<file path="config.mk">
export PLATFORM = sky130hd
export DESIGN_NAME = dispense_cmd_initiator
export DESIGN_NICKNAME = d
export VERILOG_FILES = /design/src/rtl/dispense_cmd_initiator.sv
export SDC_FILE = /design/constraint.sdc
export NUM_CORES = 1
export LEC_CHECK = 0
export ABC_AREA = 1
export CORE_MARGIN = 4
export CORE_UTILIZATION = 30
export CTS_BUF_LIST = sky130_fd_sc_hd__clkbuf_2
export CTS_CLUSTER_SIZE = 28
export DETAILED_ROUTE_END_ITERATION = 16
export PLACE_DENSITY = 0.48
export SYNTH_ARGS = -nofsm -noshare
export SYNTH_HDL_FRONTEND = slang
export SYNTH_SLANG_ARGS = --single-unit
</file>
<file path="constraint.sdc">
create_clock -name clk -period 1.4 [get_ports clk]
set_input_delay 0.28 -clock clk [delete_from_list [all_inputs] [get_ports clk]]
set_output_delay 0.28 -clock clk [all_outputs]
set_load 0.005 [all_outputs]
</file>
<file path="src/rtl/dispense_cmd_initiator.sv">
// Initiator for the dispenser's parallel command link: drives mode/amount lines and the candyflag strobe, then runs a four-phase handshake.
// Optional feature: define DISPENSE_CMD_RETRY_EN to retry (via GAP) after an ack-rise timeout, up to MAX_RETRY extra attempts.
module dispense_cmd_initiator #(
    parameter int SETUP_CYCLES    = 4,
    parameter int ACK_TIMEOUT     = 2080000,
    parameter int DISPENSE_CYCLES = 1040000,
    parameter int MAX_RETRY       = 2
) (
    input  logic       clk,
    input  logic       rstn,
    input  logic       req_valid,
    output logic       req_ready,
    input  logic [2:0] req_mode,
    input  logic [1:0] req_amount,
    input  logic       req_dispense,
    output logic [2:0] teststate_o,
    output logic [1:0] stateamount_o,
    output logic       candyflag_o,
    input  logic       handshake_i,
    output logic       busy,
    output logic       done_pulse,
    output logic       error_pulse
);
    localparam int CNT_MAX = (SETUP_CYCLES > DISPENSE_CYCLES) ? SETUP_CYCLES : DISPENSE_CYCLES;
    localparam int CNT_W   = $clog2(CNT_MAX + 1);
    localparam int TMO_W   = $clog2(ACK_TIMEOUT + 1);

    localparam logic [CNT_W-1:0] SETUP_LAST = CNT_W'(SETUP_CYCLES - 1);
    localparam logic [CNT_W-1:0] DISP_LAST  = CNT_W'(DISPENSE_CYCLES - 1);
    localparam logic [CNT_W-1:0] CNT_SAT    = CNT_W'(CNT_MAX);
    localparam logic [TMO_W-1:0] TMO_LAST   = TMO_W'(ACK_TIMEOUT - 1);
    localparam logic [TMO_W-1:0] TMO_SAT    = TMO_W'(ACK_TIMEOUT);
`ifdef DISPENSE_CMD_RETRY_EN
    localparam logic [2:0]       RETRY_MAX  = 3'(MAX_RETRY);
`endif

    typedef enum logic [2:0] {
        IDLE     = 3'd0,
        SETUP    = 3'd1,
        WAIT_ACK = 3'd2,
        DISPENSE = 3'd3,
        WAIT_REL = 3'd4
`ifdef DISPENSE_CMD_RETRY_EN
        , GAP    = 3'd5
`endif
    } state_t;

    state_t           state_q, state_d;
    logic [CNT_W-1:0] cnt_q, cnt_d;
    logic [TMO_W-1:0] tmo_q, tmo_d;
    logic             dispense_q, dispense_d;
    logic             ack_meta_q, ack_meta_d;
    logic             ack_s_q, ack_s_d;
    logic [2:0]       teststate_q, teststate_d;
    logic [1:0]       amount_q, amount_d;
    logic             candy_q, candy_d;
    logic             busy_q, busy_d;
    logic             ready_q, ready_d;
    logic             done_q, done_d;
    logic             error_q, error_d;
`ifdef DISPENSE_CMD_RETRY_EN
    logic [2:0]       retry_q, retry_d;
`endif

    // NOTE: every always_comb output gets a default first so no path leaves it unassigned (no latches).
    always_comb begin
        state_d     = state_q;
        cnt_d       = (cnt_q == CNT_SAT) ? cnt_q : cnt_q + 1'b1;
        tmo_d       = (tmo_q == TMO_SAT) ? tmo_q : tmo_q + 1'b1;
        dispense_d  = dispense_q;
        ack_meta_d  = handshake_i;
        ack_s_d     = ack_meta_q;
        teststate_d = teststate_q;
        amount_d    = amount_q;
        candy_d     = candy_q;
        busy_d      = 1'b1;
        ready_d     = 1'b0;
        done_d      = 1'b0;
        error_d     = 1'b0;
`ifdef DISPENSE_CMD_RETRY_EN
        retry_d     = retry_q;
`endif

        case (state_q)
            IDLE: begin
                busy_d  = 1'b0;
                ready_d = 1'b1;
                cnt_d   = '0;
                tmo_d   = '0;
`ifdef DISPENSE_CMD_RETRY_EN
                retry_d = '0;
`endif
                if (req_valid && ready_q) begin
                    if (req_dispense && req_amount == 2'b11) begin
                        error_d = 1'b1;
                    end else begin
                        teststate_d = req_mode;
                        amount_d    = req_amount;
                        dispense_d  = req_dispense;
                        busy_d      = 1'b1;
                        ready_d     = 1'b0;
                        state_d     = SETUP;
                    end
                end
            end
            SETUP: begin
                // The ack timer only runs while setup is complete but a stale ack is still high.
                if (cnt_q != SETUP_LAST) begin
                    tmo_d = '0;
                end else begin
                    cnt_d = cnt_q;
                    if (!dispense_q) begin
                        done_d  = 1'b1;
                        state_d = IDLE;
                    end else if (!ack_s_q) begin
                        candy_d = 1'b1;
                        tmo_d   = '0;
                        state_d = WAIT_ACK;
                    end else if (tmo_q == TMO_LAST) begin
                        error_d = 1'b1;
                        state_d = IDLE;
                    end
                end
            end
            WAIT_ACK: begin
                if (ack_s_q) begin
                    cnt_d   = '0;
                    state_d = DISPENSE;
                end else if (tmo_q == TMO_LAST) begin
                    candy_d = 1'b0;
`ifdef DISPENSE_CMD_RETRY_EN
                    if (retry_q < RETRY_MAX) begin
                        retry_d = retry_q + 3'd1;
                        cnt_d   = '0;
                        state_d = GAP;
                    end else begin
                        error_d = 1'b1;
                        state_d = IDLE;
                    end
`else
                    error_d = 1'b1;
                    state_d = IDLE;
`endif
                end
            end
`ifdef DISPENSE_CMD_RETRY_EN
            GAP: begin
                if (cnt_q == SETUP_LAST) begin
                    candy_d = 1'b1;
                    tmo_d   = '0;
                    state_d = WAIT_ACK;
                end
            end
`endif
            DISPENSE: begin
                if (cnt_q == DISP_LAST) begin
                    candy_d = 1'b0;
                    tmo_d   = '0;
                    state_d = WAIT_REL;
                end
            end
            WAIT_REL: begin
                if (!ack_s_q) begin
                    done_d  = 1'b1;
                    state_d = IDLE;
                end else if (tmo_q == TMO_LAST) begin
                    error_d = 1'b1;
                    state_d = IDLE;
                end
            end
            default: state_d = IDLE;
        endcase
    end

    // NOTE: sequential state uses non-blocking assignments so every flop samples pre-edge values.
    always_ff @(posedge clk or negedge rstn) begin
        if (!rstn) begin
            state_q     <= IDLE;
            cnt_q       <= '0;
            tmo_q       <= '0;
            dispense_q  <= 1'b0;
            ack_meta_q  <= 1'b0;
            ack_s_q     <= 1'b0;
            teststate_q <= 3'b000;
            amount_q    <= 2'b00;
            candy_q     <= 1'b0;
            busy_q      <= 1'b0;
            ready_q     <= 1'b1;
            done_q      <= 1'b0;
            error_q     <= 1'b0;
`ifdef DISPENSE_CMD_RETRY_EN
            retry_q     <= '0;
`endif
        end else begin
            state_q     <= state_d;
            cnt_q       <= cnt_d;
            tmo_q       <= tmo_d;
            dispense_q  <= dispense_d;
            ack_meta_q  <= ack_meta_d;
            ack_s_q     <= ack_s_d;
            teststate_q <= teststate_d;
            amount_q    <= amount_d;
            candy_q     <= candy_d;
            busy_q      <= busy_d;
            ready_q     <= ready_d;
            done_q      <= done_d;
            error_q     <= error_d;
`ifdef DISPENSE_CMD_RETRY_EN
            retry_q     <= retry_d;
`endif
        end
    end

    assign req_ready     = ready_q;
    assign teststate_o   = teststate_q;
    assign stateamount_o = amount_q;
    assign candyflag_o   = candy_q;
    assign busy          = busy_q;
    assign done_pulse    = done_q;
    assign error_pulse   = error_q;
endmodule

</file>
After elaboration in Yosys (flattened, before gate mapping)

Cells that the tools add are included.

Equal/unequal tests: 19
Multiplexer cells: 44
Reduce and logical (&&, ||, !) cells: 7
Add/subtract/negate cells: 2
Bitwise gates (word level): 1

Operator list:

| kind                                                                      | number |
|---|---|
| 21-bit 2-to-1 mux                                                         | 5 |
| 21-bit one-hot mux with 3 select lines                                    | 1 |
| 20-bit 2-to-1 mux                                                         | 3 |
| 20-bit one-hot mux with 3 select lines                                    | 1 |
| 21-bit equality test (second input constant)                              | 2 |
| 20-bit equality test (second input constant)                              | 2 |
| 3-bit 2-to-1 mux                                                          | 9 |
| 21-bit by 1-bit adder with 21-bit output (second input constant)          | 1 |
| 1-bit 2-to-1 mux                                                          | 21 |
| 20-bit by 1-bit adder with 20-bit output (second input constant)          | 1 |
| 20-bit by 2-bit inequality test with 1-bit output (second input constant) | 1 |
| 2-bit inequality test (second input constant)                             | 9 |
| 3-bit one-hot mux with 5 select lines                                     | 1 |
| 7-bit AND reduction                                                       | 1 |
| 3-bit by 2-bit equality test with 1-bit output (second input constant)    | 2 |
| 1-bit one-hot mux with 4 select lines                                     | 1 |
| 4-bit AND reduction                                                       | 1 |
| 3-bit by 1-bit equality test with 1-bit output (second input constant)    | 1 |
| 3-bit equality test (second input constant)                               | 1 |
| 3-bit logical NOT                                                         | 1 |
| 1-bit one-hot mux with 3 select lines                                     | 1 |
| 3-bit AND reduction                                                       | 1 |
| 3-bit nonzero test                                                        | 1 |
| 2-bit equality test (second input constant)                               | 1 |
| other kinds (3)                                                           | 4 |

Input bits: 10
Output and inout bits: 10
Word-level logic and storage cells: 86
Register bits: 57

Logic depth before layout (Yosys ltp)

Gate-level depths: netlist of run 1.

Depth in word-level cells: 6
Depth in mapped cells: 12
Mapped depth without buffers: 12

Worst setup path before layout of run 1

No wires, ideal clock.

Kind: register to register
From: register cnt_q[0]
To: register tmo_q[15]
Path buffers: 1
Clock period less this slack: 1,531 ps
Library setup time: 124 ps
Stages on the path, launching flop included: 10
Path slack: -131 ps
Data arrival time: 1,407 ps
Data required time: 1,276 ps
Path through: dfrtp_1 ha_1 nand2_1 nor2_2 nand3_2 a21oi_2 nand2_2 inv_2 buf_12 nor2_4

Cells in the longest elaborated chain, start to end: 3
Elaborated cells on any way between the ends: 5
Classes of those cells: eq/ne (2); mux (3)

RTL lines:

| what                                                                                      | RTL line | source |
|---|---|---|
| from (decl)                                                                               | 49       | `logic [CNT_W-1:0] cnt_q, cnt_d;` |
| from (signal assigned)                                                                    | 196      | `cnt_q <= cnt_d;` |
| 20-bit equality test or 20-bit by 2-bit inequality test with 1-bit output (tied branches) | 156, 108 |  |
| 21-bit 2-to-1 mux (on tied branches)                                                      | 156, 108 |  |
| 21-bit one-hot mux with 3 select lines (*)                                                | 84       | `case (state_q)` |
| net tmo_d[15]                                                                             | 50       | `logic [TMO_W-1:0] tmo_q, tmo_d;` |
| to (signal assigned)                                                                      | 197      | `tmo_q <= tmo_d;` |
| to (decl)                                                                                 | 50       |  |

Mark *: on every way through the listed nets, which the timed path passes. The rest lies on a longest branch.
A chain may end at the register's enable or synchronous reset.

Worst setup path after layout of run 1

From: register cnt_q[1]
To: register tmo_q[1]

Same word-level chain as after synthesis.

==> impl_table.tex, run 1 <==
\begin{tabular}{lr}
\hline
Metric & Value \\
\hline
\multicolumn{2}{l}{\textbf{Outcome}} \\
\quad Outcome & complete, but fails checks \\
\quad Failing checks & negative setup slack \\
\multicolumn{2}{l}{\textbf{GRT}} \\
\quad Met3 usage in global routing & 3.41\% \\
\quad Wire length of the first global-routing pass & 15700 µm \\
\quad Overall Global Routing Usage & 13.9\% \\
\quad Total global routing overflow & 0 \\
\quad GRT met1 Usage & 17.3\% \\
\quad GR peak layer & met2 \\
\quad Initial antenna violation count & 1 \\
\quad Vias in the first global route & 3341 \\
\quad Pin count of the biggest net entering global routing & 58 \\
\quad Met2 usage in global routing & between 20\% and 30\% \\
\multicolumn{2}{l}{\textbf{Routing}} \\
\quad Initial DRT Pass Iterations & 4 \\
\quad Avg Vias per Cell & approximately 4.5 \\
\quad Detailed-route wire length & 9340 µm \\
\quad DRC violations left & 0 \\
\quad Drt wl/cell & 12.5 µm \\
\quad Detailed router's first-iteration violation count & about 190 \\
\quad Vias after detailed routing & 3341 \\
\quad Post-detailed-route count of antenna-violating nets & 0 \\
\multicolumn{2}{l}{\textbf{STA}} \\
\quad Final worst path period share & 115\% \\
\quad Setup repair after global routing missed its margin & true \\
\quad Post-Route Skew & 33.3 ps \\
\quad Final Setup Violations & 37 \\
\quad Total count of max-transition violations in the final report & 0 \\
\quad Slew at the pin with the worst max-slew slack & 336 ps \\
\quad Worst Hold Slack & approximately 180 ps \\
\quad Upper clock frequency limit & 624 MHz \\
\quad Max\_slew headroom & 77.6\% \\
\quad Post-route worst setup slack & -204 ps \\
\quad Min Clock Period, post-route & $\sim$1600 ps \\
\quad Final-report hold violation count & 0 \\
\multicolumn{2}{l}{\textbf{Placed design}} \\
\quad Post-place setup slack & -247 ps \\
\quad Placed cell count & 706 \\
\quad Detailed-placement wirelength estimate & between 6000 and 7000 µm \\
\quad Final Wtd Congestion & approximately 0.86 \\
\quad Count of buffers from port buffering & 19 \\
\multicolumn{2}{l}{\textbf{Synthesis}} \\
\quad Prevailing post-synth register cell & dfrtp\_1 \\
\quad Avg Inst Size Synth & 7.86 µm² \\
\quad Distinct cells, synth & 40 \\
\quad Fraction of the yosys area taken by sequential cells & 39.3\% \\
\quad Share of async-settable or async-resettable flops after synthesis & 100\% \\
\quad Cell area after synthesis & 3630 µm² \\
\quad Number of synthesis warnings & 0 \\
\quad Seq cells post-synth & 57 \\
\quad Number of nets in the synthesized netlist & 476 \\
\quad Synthesized instance count & 462 \\
\quad EDFF count, synth & 0 \\
\multicolumn{2}{l}{\textbf{Clock network}} \\
\quad Clock latency at the later pin of the worst-skew pair & 500 ps \\
\quad H-tree levels & 3 \\
\quad Clock-pin slew on the worst setup and hold paths & between 150 and 200 ps \\
\quad Maximum clock insertion buffer count & 2 \\
\quad Root buffer cell & clkbuf\_2 \\
\quad Cts bufs inserted & 9 \\
\quad CTS Sinks & 57 \\
\quad Clock tree from TritonCTS & yes \\
\multicolumn{2}{l}{\textbf{Min path}} \\
\quad Min-Delay Path Class & in -> reg \\
\quad Launch point of the worst hold path & handshake\_i \\
\multicolumn{2}{l}{\textbf{Flow run}} \\
\quad Number of maximum-capacitance constraint violations & 0 \\
\multicolumn{2}{l}{\textbf{Power}} \\
\quad Peak ir drop on the vdd network & 0.000259 V \\
\quad Share of total power in sequential cells & 59.1\% \\
\quad Net Switching & 0.703 mW \\
\quad Internal Pwr Total & roughly 2.1 mW \\
\quad Static Leakage & 2.72 nW \\
\quad Switching fraction of total power & 25.1\% \\
\quad Combinational fraction of design power & 2.6\% \\
\quad Total power divided by cell area & 514 nW/µm² \\
\quad Share of total power in the clock network & 38.2\% \\
\multicolumn{2}{l}{\textbf{Setup path}} \\
\quad Crit path required time & around 1800 ps \\
\quad Crit path arrival time & 2010 ps \\
\quad Register-to-register setup slack & -200 ps \\
\quad Worst Setup Path Type & reg -> reg \\
\quad CP Launch Type & flip-flop \\
\quad Start of the worst register-to-register path & cnt\_q[1]\$\_DFFE\_PN0P\_ \\
\quad Highest fanout seen on the critical path & 5 \\
\quad Timing startpoint of the critical path & cnt\_q[1]\$\_DFFE\_PN0P\_ \\
\quad Element type at the critical path end & flip-flop \\
\multicolumn{2}{l}{\textbf{Final layout}} \\
\quad Area of combinational cells with multiple inputs & 2300 µm² \\
\quad NumNets Final & a little over 600 \\
\quad Layout Area Growth over Synthesis & 49.7\% \\
\quad Finished Layout Cells & 749 \\
\quad Filler Cell Count & 1121 \\
\quad Sequential cell area & 1440 µm² \\
\quad Share of final-layout standard cells stronger than drive strength 1 & 52.6\% \\
\multicolumn{2}{l}{\textbf{Floorplanning}} \\
\quad Die outline height & between 100 and 150 µm \\
\quad Row Count & 39 \\
\quad Die width & 118 µm \\
\quad Full die area & 13900 µm² \\
\quad Top-level port count & 20 \\
\quad Initial Util & 31.3\% \\
\quad Standard cell core area & between 10000 and 15000 µm² \\
\hline
\end{tabular}
[kinds of logic (layout without fill, tap and decap cells)]
logic type      count (synthesis)  after routing  synth area share (%)
compound gates                 36             36                  5.34
xor+xnor                       10             10                  2.41
fa+ha+maj                       4              4                  1.38
buf+inv                        72            215                  8.99
flops                          57             57                  39.3
mux                             3              3                 0.930
other cells                     0              1                     0
simple gates                  280            280                  41.6
[power groups by stage]
stage	Combinational, mW	Clock, mW	Sequential, mW
finish	0.0730	1.07	1.65
global route	0.0848	1.22	1.65
CTS	0.0788	1.14	1.65
detailed placement	0.0754	0	1.68
global placement	0.0745	0	1.68
floorplan	0.00314	0	1.68
[metrics by stage]
step / power [mW] / util [%] / setup TNS [ps] / area [µm²]
after floorplan: 1.69 / - / -395 / 3690
after global placement: 1.76 / 40.2 / -6050 / 4670
after detailed placement: 1.76 / 40.2 / -6640 / 4670
after CTS: 2.87 / 43.3 / -4680 / 5020
after global routing: 2.96 / 46.8 / -9560 / 5440
final: 2.80 / 46.8 / -4800 / 5440
[flip-flops by register name, indices dropped and copies added, names as in the netlist, 2 cells and up]
| name | cells |
|---|---|
| stateamount_o | 2 |
| teststate_o | 3 |
| tmo_q | 21 |
| cnt_q | 20 |
| state_q | 3 |
[what timing repair did]
item / 4_1_cts / 5_1_grt
endpoints found under the hold margin: 56 / 0
endpoints found under the setup margin: 58 / 58
setup buffers: 15 / 8
gates resized for setup: 90 / 87
hold buffers: 1 / 0
cloned: 0 / 2
pin swaps: 22 / 33
[cell usage in the layout (no fill, tap or decap), drive strengths merged]
cell	count
a211oi	1
a21oi	16
a31oi	1
buf	123
bufinv	1
clkbuf	13
clkdlybuf4s50	8
clkinv	6
dfrtp	56
dfstp	1
diode	1
dlygate4sd3	1
ha	4
inv	63
mux2	3
nand2	110
nand3	35
nand3b	1
nand4	11
nor2	102
nor3	14
nor3b	2
nor4	1
o21a	1
o21ai	15
o21bai	1
o22ai	1
or2	4
xnor2	3
xor2	7
[worst max-delay path, stage by stage (launching register included)]
cell	delay, ps
dfrtp_1	400
buf_6	110
ha_4	170
nand2_4	70
nor2_4	100
nand3_2	100
a21oi_2	190
nand2_4	90
inv_4	90
clkbuf_16	160
nor2_4	30
[cell type report]
| class | instances | share of cell area, % |
|---|---|---|
| inverters | 65 | 4.67 |
| diodes | 1 | 0.0460 |
| repair buffers | 134 | 21.3 |
| clock inverters | 5 | 0.875 |
| well taps | 143 | 3.29 |
| flip-flops and latches | 57 | 26.5 |
| clock buffers | 11 | 1.01 |
| multi-input cells | 333 | 42.4 |
[synthesized netlist by cell type (2+ instances only)]
master   number  area share (%)
a21oi_1      15             2.1
nand3_1      31             4.3
nand3_2       4             1.1
nor2_1       60             6.2
nand2_1      88             9.1
or2_2         4            0.69
o21ai_0      13             1.8
inv_2         7            0.72
xnor2_1       3            0.72
nand2_2      20             3.4
nand2_4       2            0.62
ha_1          4             1.4
dfrtp_1      56              39
nor3b_1       2            0.41
nor2_2       20             3.4
nor3_1       10             1.4
nor2_4       22             6.8
nor3_2        3            0.83
xor2_1        7             1.7
nand4_1       9             1.6
inv_1        56             5.8
o21ai_1       2            0.28
buf_6         5             1.6
mux2_1        3            0.93
[per-layer routing]
metal	part of all wire, %	vias to the layer above
li1	-	1734
met1	46	1562
met2	50	36
met3	2.5	9
met4	1.1	0
met5	0	-
[path summary, 6_finish.rpt]
kind | endpoint | cells after the start
max | tmo_q[1]$_DFF_PN0_ | 10
min | ack_meta_q$_DFF_PN0_ | 1
max reg2reg | tmo_q[1]$_DFF_PN0_ | 10
min reg2reg | ack_s_q$_DFF_PN0_ | 0
max in group asynchronous | req_ready$_DFF_PN1_ | 3
min in group asynchronous | tmo_q[7]$_DFF_PN0_ | 3
No activity file was read; power rests on OpenSTA's default activity.
==> run 2: changes to the inputs <==
Settings changed: CTS_CLUSTER_SIZE 28 to 25.
==> results of run 2 <==
Same layout as run 1: the final DEF is identical, and so are final timing and power.
==> run 3: changes to the inputs <==
Settings changed: REMOVE_ABC_BUFFERS set to 1, TNS_END_PERCENT set to 10.
==> run 3 against run 2 <==
Compared with the run above: the run still ends with negative setup slack left; first-iteration DRC count decreased by 18%; sequential power about the same; global-route usage decreased by 0.70 points; critical path depth decreased by 1; die area unchanged; routed wire length decreased by 7.8%; fmax increased by 1.5%; worst setup slack improved by 24 ps; sequential cell count unchanged; non-clock buffer count decreased by 18; final cell count decreased by 2.5%; largest power group unchanged.
==> impl_table.tex, run 3 (synthesis gave the netlist of run 1 again) <==
\begin{tabular}{lr}
\hline
Metric & Value \\
\hline
\multicolumn{2}{l}{\textbf{Placed design}} \\
\quad Placed cell count & 706 (unchanged) \\
\quad Count of buffers from port buffering & 19 (unchanged) \\
\quad Detailed-placement wirelength estimate & 6590 µm (+0.73\%) \\
\quad Placed Instance Area & 4630 µm² (-0.83\%) \\
\quad Final Wtd Congestion & 0.804 (-6.2\%) \\
\multicolumn{2}{l}{\textbf{Power}} \\
\quad Share of total power in sequential cells & 61.5\% (+2.4 points) \\
\quad Total power divided by cell area & 529 nW/µm² (+2.9\%) \\
\quad Internal Pwr Total & 1.93 mW (-7.8\%) \\
\quad Net Switching & 0.761 mW (+8.3\%) \\
\quad Combinational fraction of design power & 2.9\% (+0.3 points) \\
\quad Static Leakage & 2.46 nW (-9.5\%) \\
\quad Peak ir drop on the vdd network & 0.000326 V (+26\%) \\
\quad Share of total power in the clock network & 35.6\% (-2.6 points) \\
\quad Switching fraction of total power & 28.3\% (+3.2 points) \\
\multicolumn{2}{l}{\textbf{GRT}} \\
\quad Total global routing overflow & 0 (unchanged) \\
\quad Vias in the first global route & 3126 (-6.4\%) \\
\quad Initial antenna violation count & 0 (-1) \\
\quad Overall Global Routing Usage & 13.2\% (-0.70 points) \\
\quad Pin count of the biggest net entering global routing & 28 (-52\%) \\
\quad Wire length of the first global-routing pass & 14800 µm (-5.9\%) \\
\multicolumn{2}{l}{\textbf{Final layout}} \\
\quad Finished Layout Cells & 730 (-2.5\%) \\
\quad Registers with the most flip-flops & tmo\_q (21), cnt\_q (20) \\
\quad Most used cells in the layout excluding fill and tap cells & buf\_4 (85), nand2\_1 (74), inv\_1 (53) \\
\quad Filler Cell Count & 1155 (+3.0\%) \\
\quad NumNets Final & 596 (-2.9\%) \\
\quad Register containing the most flip-flops in the final layout & tmo\_q \\
\quad Final standard cell area without fillers & 5080 µm² (-6.5\%) \\
\quad Post-layout utilization of the core & 43.7\% (-3.1 points) \\
\quad Layout Area Growth over Synthesis & 39.9\% \\
\quad Share of final-layout standard cells stronger than drive strength 1 & 45.5\% (-7.1 points) \\
\quad Commonest non-fill, non-tap cell in the layout & buf\_4 \\
\quad Max FFs per register & 21 (unchanged) \\
\quad Antenna cell count & 0 (-1) \\
\multicolumn{2}{l}{\textbf{Floorplanning}} \\
\quad Initial Util & 31.3\% (unchanged) \\
\quad Die outline height & 118 µm (unchanged) \\
\quad Die width & 118 µm (unchanged) \\
\quad Standard cell core area & 11600 µm² (unchanged) \\
\quad Full die area & 13900 µm² (unchanged) \\
\quad Top-level port count & 20 (unchanged) \\
\quad Row Count & 39 (unchanged) \\
\multicolumn{2}{l}{\textbf{Clock network}} \\
\quad H-tree levels & 3 (unchanged) \\
\quad Clock tree from TritonCTS & yes \\
\quad Root buffer cell & clkbuf\_2 \\
\quad Clock-pin slew on the worst setup and hold paths & 200 ps (about the same) \\
\quad CTS Sinks & 57 (unchanged) \\
\quad Clock latency at the later pin of the worst-skew pair & 530 ps (+30 ps) \\
\quad Cts bufs inserted & 9 (unchanged) \\
\quad Maximum clock insertion buffer count & 2 (unchanged) \\
\multicolumn{2}{l}{\textbf{STA}} \\
\quad Final Setup Violations & 39 (+5.4\%) \\
\quad Final-report hold violation count & 0 (unchanged) \\
\quad Min Clock Period, post-route & 1580 ps (-24.4 ps) \\
\quad Slew at the pin with the worst max-slew slack & 433 ps (+96.7 ps) \\
\quad Setup repair after global routing missed its margin & true \\
\quad Final worst path period share & 113\% (-1.7 points) \\
\quad Max\_slew headroom & 71.1\% (-6.4 points) \\
\quad Total count of max-transition violations in the final report & 0 (unchanged) \\
\quad Upper clock frequency limit & 633 MHz (+1.5\%) \\
\quad Post-route worst setup slack & -179 ps (+24.4 ps) \\
\quad Post-Route Skew & 33.3 ps (+0.0720 ps) \\
\multicolumn{2}{l}{\textbf{Routing}} \\
\quad Drt wl/cell & 11.8 µm (-5.4\%) \\
\quad Initial DRT Pass Iterations & 4 (unchanged) \\
\quad Post-detailed-route count of antenna-violating nets & 0 (unchanged) \\
\quad Vias after detailed routing & 3235 (-3.2\%) \\
\quad Avg Vias per Cell & 4.43 (-0.65\%) \\
\quad Detailed-route wire length & 8610 µm (-7.8\%) \\
\quad Detailed router's first-iteration violation count & 154 (-18\%) \\
\quad DRC violations left & 0 (unchanged) \\
\multicolumn{2}{l}{\textbf{Outcome}} \\
\quad Outcome & complete, but fails checks \\
\quad Failing checks & negative setup slack \\
\multicolumn{2}{l}{\textbf{Setup path}} \\
\quad Start of the worst register-to-register path & tmo\_q[1]\$\_DFF\_PN0\_ \\
\quad Register-to-register setup slack & -180 ps (+20 ps) \\
\quad Worst Reg-to-Reg Cells & 9 (-1) \\
\quad Crit path arrival time & 2000 ps (about the same) \\
\quad Crit path required time & 1820 ps (about the same) \\
\quad Critical path endpoint & tmo\_q[16]\$\_DFF\_PN0\_ \\
\quad Reg2reg end & tmo\_q[16]\$\_DFF\_PN0\_ \\
\quad Element type at the critical path end & flip-flop \\
\quad CP Launch Type & flip-flop \\
\quad Worst Setup Path Type & reg -> reg \\
\quad Highest fanout seen on the critical path & 4 (-1) \\
\quad Timing startpoint of the critical path & tmo\_q[1]\$\_DFF\_PN0\_ \\
\multicolumn{2}{l}{\textbf{Min path}} \\
\quad Min-Delay Path Class & in -> reg \\
\quad Launch point of the worst hold path & handshake\_i \\
\multicolumn{2}{l}{\textbf{Flow run}} \\
\quad Number of maximum-capacitance constraint violations & 0 (unchanged) \\
\hline
\end{tabular}
run 3: cell count changes in the layout (fill, tap and decap cells not counted), moves of 4 or more:
| cell | change |
|---|---|
| buf_6 | -11 |
| inv_1 | +11 |
| inv_2 | -10 |
| nand2_4 | -7 |
| buf_2 | -6 |
| buf_4 | -5 |
| nand2_1 | +5 |
| nor2_2 | -5 |
| o21ai_0 | +5 |
| o21ai_2 | -4 |
run 3: power groups by stage:
stage	sequential, mW	combinational [mW]	clock [mW]
floorplan	1.68	0.00306	0
global placement	1.68	0.0799	0
detailed placement	1.68	0.0806	0
CTS	1.65	0.0829	1.04
global route	1.66	0.0910	1.11
finish	1.65	0.0784	0.957
run 3: worst min path at each step:
stage,end,cells after the start
after floorplan,ack_meta_q$_DFF_PN0_,0
after global placement,tmo_q[5]$_DFF_PN0_,1
after detailed placement,tmo_q[4]$_DFF_PN0_,1
after CTS,ack_meta_q$_DFF_PN0_,1
after global routing,ack_meta_q$_DFF_PN0_,1
final,ack_meta_q$_DFF_PN0_,1
run 3: worst max-delay path, stage by stage (launching register included):
cell and delay, ps:
dfrtp_1 390, ha_2 190, nand2_2 70, nor2_4 140, nand2_4 90, inv_2 50, nand4_1 150, buf_4 200
xor2_2 170, nor2_4 50
run 3: final cells by class:
class | count | area (µm²) | area share [%]
Sequential cell | 57 | 1440 | 28.3
Timing Repair Buffer | 116 | 968 | 19.1
Clock inverter | 7 | 55.1 | 1.08
Clock buffer | 9 | 45.0 | 0.887
Tap cell | 143 | 179 | 3.52
Multi-Input combinational cell | 333 | 2140 | 42.2
Inverter | 65 | 253 | 4.98
run 3: repair_timing:
action,in CTS,in global routing
gates cloned,1,0
endpoints found under the hold margin,56,0
pin swaps,14,17
hold buffers,1,0
setup endpoints to repair,59,62
setup buffers,3,5
resized for setup,53,72
run 3: layer usage:
layer	vias to the layer above	track usage (%)	wire [µm]
li1	1705	-	-
met1	1490	17.8	4210
met2	34	20.3	3990
met3	6	4.28	322
met4	0	3.52	87
met5	-	0	0
run 3: metrics by stage:
step	setup TNS [ps]	power, mW	setup slack [ps]	hold WS [ps]
finish	-4070	2.69	-179	188
global route	-10360	2.86	-307	88.0
CTS	-6730	2.77	-196	119
detailed placement	-7190	1.76	-225	257
global placement	-5450	1.76	-192	255
floorplan	-5690	1.69	-468	-15.6
